`src/rtl/uart_tx_frm.sv`:
```
// UART frame transmitter: start, 8 data bits LSB first, parity, stop, optional idle gap.
// Define UART_TX_TWO_STOP_EN to send a second stop bit (STOP2) before the idle gap.
module uart_tx_frm #(
   parameter bit          ODD_PARITY = 1'b0,
   parameter int unsigned IDLE_GAP   = 0
) (
   input  logic       clk,
   input  logic       rst,
   input  logic       baud_tick,
   input  logic [7:0] tx_data,
   input  logic       tx_valid,
   output logic       tx_ready,
   output logic       tx,
   output logic       tx_busy,
   output logic       tx_done
);

`ifdef UART_TX_TWO_STOP_EN
   typedef enum logic [2:0] {IDLE, START, DATA, PARITY, STOP, STOP2, GAP} state_t;
`else
   typedef enum logic [2:0] {IDLE, START, DATA, PARITY, STOP, GAP} state_t;
`endif

   localparam logic [3:0] GAP_INIT = 4'(IDLE_GAP);

   state_t     state;
   logic [7:0] shift;
   logic [2:0] count;
   logic [3:0] gap;
   logic       parity_bit;

   assign tx_ready = (state == IDLE);
   assign tx_busy  = ~tx_ready;

   // A tick coinciding with acceptance is dropped: IDLE never looks at baud_tick.
   always_ff @(posedge clk or posedge rst) begin
      if (rst) begin
         state      <= IDLE;
         tx         <= 1'b1;
         tx_done    <= 1'b0;
         shift      <= 8'h00;
         count      <= 3'd0;
         gap        <= 4'd0;
         parity_bit <= 1'b0;
      end else begin
         tx_done <= 1'b0;
         case (state)
            IDLE: begin
               if (tx_valid) begin
                  shift      <= tx_data;
                  parity_bit <= (^tx_data) ^ ODD_PARITY;
                  state      <= START;
               end
            end
            START: begin
               if (baud_tick) begin
                  tx    <= 1'b0;
                  count <= 3'd0;
                  state <= DATA;
               end
            end
            DATA: begin
               if (baud_tick) begin
                  tx    <= shift[0];
                  shift <= {1'b0, shift[7:1]};
                  if (count == 3'd7) begin
                     state <= PARITY;
                  end else begin
                     count <= count + 3'd1;
                  end
               end
            end
            PARITY: begin
               if (baud_tick) begin
                  tx    <= parity_bit;
                  state <= STOP;
               end
            end
            STOP: begin
               if (baud_tick) begin
                  tx <= 1'b1;
`ifdef UART_TX_TWO_STOP_EN
                  state <= STOP2;
`else
                  state <= GAP;
                  gap   <= GAP_INIT;
`endif
               end
            end
`ifdef UART_TX_TWO_STOP_EN
            STOP2: begin
               if (baud_tick) begin
                  tx    <= 1'b1;
                  state <= GAP;
                  gap   <= GAP_INIT;
               end
            end
`endif
            // The tick that finds the gap counter at zero ends the frame.
            GAP: begin
               if (baud_tick) begin
                  tx <= 1'b1;
                  if (gap == 4'd0) begin
                     state   <= IDLE;
                     tx_done <= 1'b1;
                  end else begin
                     gap <= gap - 4'd1;
                  end
               end
            end
            default: begin
               state <= IDLE;
               tx    <= 1'b1;
            end
         endcase
      end
   end

endmodule

```
`config.mk`:
```
export PLATFORM = sky130hd
export DESIGN_NAME = uart_tx_frm
export DESIGN_NICKNAME = d
export VERILOG_FILES = /design/src/rtl/uart_tx_frm.sv
export SDC_FILE = /design/constraint.sdc
export NUM_CORES = 1
export LEC_CHECK = 0
export CORE_MARGIN = 2
export CORE_UTILIZATION = 60
export CTS_CLUSTER_DIAMETER = 40
export CTS_CLUSTER_SIZE = 25
export DETAILED_ROUTE_END_ITERATION = 8
export DONT_BUFFER_PORTS = 1
export PLACE_DENSITY_LB_ADDON = 0.08
export SYNTH_ARGS = -nofsm -noshare
export SYNTH_HDL_FRONTEND = slang
export SYNTH_SLANG_ARGS = --single-unit
```
`constraint.sdc`:
```
create_clock -name clk -period 1.9 [get_ports clk]
set_input_delay 0.38 -clock clk [delete_from_list [all_inputs] [get_ports clk]]
set_output_delay 0.38 -clock clk [all_outputs]
set_load 0.01 [all_outputs]
```
Word-level counts from Yosys, hierarchy flattened:

Index checks and enable logic that the tools add are counted.

* register bits after elaboration: 21
* latch bits: 0
* memory bits (writable): 0
* bits in read-only memories: 0
* bits of input ports: 12
* output and inout bits: 4
* logic and storage cells: 68
* memories: 0

* $add $sub $neg: 2
* multipliers: 0
* divide/modulo/power cells: 0
* order comparisons: 0
* equality and inequality tests: 17
* shift-type cells: 0
* mux-type cells: 28
* bitwise logic cells: 1
* reduce and logical (&&, ||, !) cells: 13

Operator list (count)
* $mux W3: 11
* $ne A2 B2 Y1 const B: 10
* $pmux W3 S6: 1
* $mux W8: 2
* $pmux W8 S2: 1
* $mux W4: 3
* $eq A3 B3 Y1 const B: 3
* $pmux W4 S2: 1
* $reduce_and A4 Y1: 2
* $reduce_and A8 Y1: 1
* $reduce_xor A8 Y1: 1
* $mux W1: 7
* $eq A3 B2 Y1 const B: 2
* $pmux W3 S2: 1
* $reduce_bool A2 Y1: 3
* $pmux W1 S5: 1
* $reduce_and A5 Y1: 1
* $logic_not A4 Y1: 1
* $sub A4 B1 Y4 const B: 1
* $add A3 B1 Y3 const B: 1
* $eq A3 B1 Y1 const B: 1
* $logic_not A3 Y1: 1
* $reduce_and A3 Y1: 1
* $ne A2 B1 Y1 const B: 1
* other kinds (3): 3

Logic depth before layout (Yosys ltp):

* depth after elaboration: 4
* depth in mapped cells: 6
* gate-level depth less buffers: 6

Worst setup path after synthesis:

No wires, ideal clock.

* path kind: register to output
* from: reg state[2]
* to: out tx_busy
* data arrival time: 1029 ps
* required time: 1520 ps
* setup slack: 491 ps
* stages on the path, launching flop included: 4
* path through: dfrtp_1 > buf_6 > nor3_2 > inv_1

* word-level cells in the longest chain between the ends: 2

RTL lines
* from (decl): RTL line 26 `state_t state;`
* from (signal assigned): RTL line 38 `state <= IDLE;`
* from (signal assigned): RTL line 52 `state <= START;`
* from (signal assigned): RTL line 59 `state <= DATA;`
* $logic_not A3 Y1: RTL line 32 `assign tx_ready = (state == IDLE);`
* via tx_ready: RTL line 12 `output logic tx_ready,`
* $not A1 Y1 (no line)
* to (decl): RTL line 14 `output logic tx_busy,`

The timed path passes the listed nets, and every way through them passes these cells.

Worst setup path in the final report:

Same ends and word-level chain as after synthesis.

==> impl_metrics.env <==
export IMPL_grt_pass1_vias=821
export IMPL_cp_data_arrival_time_ns=1.43
export IMPL_io_pins=16
export IMPL_firstDrtPassIters=3
export IMPL_layout_setup_ws_ns=0.0893
export IMPL_max_slew_margin=0.648
export IMPL_slew_violations=0
export IMPL_async_flop_share=1.00
export IMPL_final_cell_mix="dfrtp_1, nand2_1, o21ai_1, mux2i_1"
export IMPL_clk_pin_slew_worst_paths_ns=0.12
export IMPL_finalSetupViolCount=0
export IMPL_portBuffers=0
export IMPL_die_width_um=49.3
export IMPL_die_area_um2=2430
export IMPL_worst_pin_slew_ns=0.528
export IMPL_cts_tree="yes"
export IMPL_initial_core_util=0.633
export IMPL_start_kind="flip-flop"
export IMPL_critPathRequiredTime_ns=1.52
export IMPL_wl_per_cell_um=13.2
export IMPL_clock_path_buffers=2
export IMPL_synth_edf_count=0
export IMPL_finalCritPeriodShare=0.953
export IMPL_cts_setup_buffers=0
export IMPL_drc=0
export IMPL_p_leak_uw=0.000548
export IMPL_drive_above_1_share=0.131
export IMPL_cap_violations=0
export IMPL_grt_ovfl_total=0
export IMPL_regArea_um2=527
export IMPL_rsz0062_at_grt="no"
export IMPL_met3_length_um=60
export IMPL_core_um2=1940
export IMPL_dr_wl_met2_mm=1.03
export IMPL_fin_cells=149
export IMPL_dr_total_vias=825
export IMPL_highest_layer="met4"
export IMPL_power_density_nw_per_um2=1430
export IMPL_fmax_mhz=552
export IMPL_postSynthCellCount=121
export IMPL_hold_violations=0
export IMPL_placed_cells=144
export IMPL_ys_flop_type="dfrtp_1"
export IMPL_finalWeightedCongestion=0.716
export IMPL_synth_seq_area_share=0.429
export IMPL_timing_setup_tns_ns=0
export IMPL_num_antenna_cells=0
export IMPL_synth_area_um2=1230
export IMPL_routed_wl_mm=1.96
export IMPL_rows=16
export IMPL_dp_hpwl_mm=1.48
export IMPL_antenna_found_initial=0
export IMPL_die_height_um=49.3
export IMPL_vias_per_cell=5.54
export IMPL_status="complete, no violations"
export IMPL_finish_utilization=0.649
export IMPL_cts_htree_levels=1
export IMPL_avgSynthCellArea_um2=10.2
export IMPL_crit_type="flip-flop to output pin"
export IMPL_cts_sinks=21
export IMPL_multi_input_area_um2=622
export IMPL_clock_latency_ns=0.31
export IMPL_final_common_cell="dfrtp_1"
export IMPL_critPathMaxFanout=11
export IMPL_grt_pass1_wl_mm=3.46
export IMPL_root_buffer="clkbuf_4"
export IMPL_ant_nets=0
export IMPL_min_period_ns=1.81
export IMPL_min_path_type="input pin to flip-flop"
export IMPL_finalNetCount=138
export IMPL_synth_seq_cells=21
export IMPL_grt_usage=0.189
export IMPL_cts_made_buffers=3
export IMPL_end_kind="output pin"
export IMPL_dr_first_iter_drc_count=6
export IMPL_fillers=192
export IMPL_yosys_warnings=0
export IMPL_area_delta_synth_final_pct=2.55
export IMPL_grt_max_degree=22
export IMPL_finClkSkew_ns=0.00858
export IMPL_pre_cts_slack_ns=0.358
export IMPL_ir_worst_vdd_uv=804
export IMPL_synth_nets=136
export IMPL_met1Wirelength_um=843
export IMPL_synth_distinct_cells=36
==> synthesized netlist by cell type, drive strengths merged, types with 2 or more instances <==
master,instances,area share
xnor2,7,0.050
dfrtp,20,0.41
mux2i,8,0.065
nand2,16,0.049
ha,3,0.031
inv,7,0.021
and2,2,0.014
nor2b,4,0.020
nor2,5,0.021
buf,6,0.049
o22ai,3,0.015
o21ai,13,0.062
nand3,2,0.0081
a21oi,5,0.023
a31oi,3,0.015
==> kinds of logic (layout without fill, tap and decap cells) <==
kind of cell,Yosys count,count (layout),synth area share
mux,8,8,0.0652
flops,21,21,0.429
buf+inv,13,14,0.0703
compound gates,31,31,0.168
xor+xnor,8,8,0.0570
simple gates,37,37,0.180
fa+ha+maj,3,3,0.0306
==> report_power, final <==
| part | leakage [uW] | internal [uW] | switching [uW] |
|---|---|---|---|
| registers | 0.000263 | 627 | 211 |
| logic | 0.000271 | 360 | 390 |
| clock network | 0.0000150 | 82.0 | 136 |
==> sequential cells by signal, summed over array words and instances (netlist names) <==
register	count
gap	4
parity_bit	1
state	3
tx	1
shift	8
count	3
tx_done	1
==> critical path, cell delays in order, from the launching register on <==
cell     delay [ns]
dfrtp_1        0.59
nor3_4         0.40
inv_1          0.13
==> worst paths after layout <==
path | endpoint | slack [ns] | from | depth (start not counted)
max | tx_busy | 0.09 | state[2] | 2
min | parity_bit | 0.15 | tx_valid | 1
max reg2reg | state[2] | 0.40 | gap[0] | 6
min reg2reg | count[0] | 0.49 | count[0] | 1
max in group asynchronous | tx | 1.10 | rst | 3
min in group asynchronous | tx_done | 0.53 | rst | 3
==> metal layers <==
metal,global-route usage,vias to the layer above
met5,0,-
met1,0.224,390
met3,0.0399,3
li1,-,420
met4,0.0857,0
met2,0.324,12
==> stage by stage <==
| step | hold slack [ns] | area [um2] | power, uW |
|---|---|---|---|
| 4_1_cts | 0.142 | 1260 | 1830 |
| 3_5_place_dp | 0.325 | 1220 | 1590 |
| 5_1_grt | 0.157 | 1260 | 1970 |
| 3_3_place_gp | 0.320 | 1220 | 1560 |
| 6_report | 0.151 | 1260 | 1810 |
| 2_1_floorplan | 0.356 | 1230 | 1520 |
==> repair_timing <==
| action | 4_1_cts | 5_1_grt |
|---|---|---|
| hold buffers | 1 | 0 |
| endpoints found under the setup margin | 1 | 0 |
| resized for setup | 1 | 0 |
| hold endpoints to repair | 20 | 0 |
==> cell type report <==
cell class / count / share of cell area
tap: 27 / 0.0268
sequential: 21 / 0.418
inverter: 7 / 0.0209
multi-input combinational: 87 / 0.494
clock buffer: 4 / 0.0209
timing repair buffer: 3 / 0.0199
Note: power is estimated with default switching activity, not from simulation.
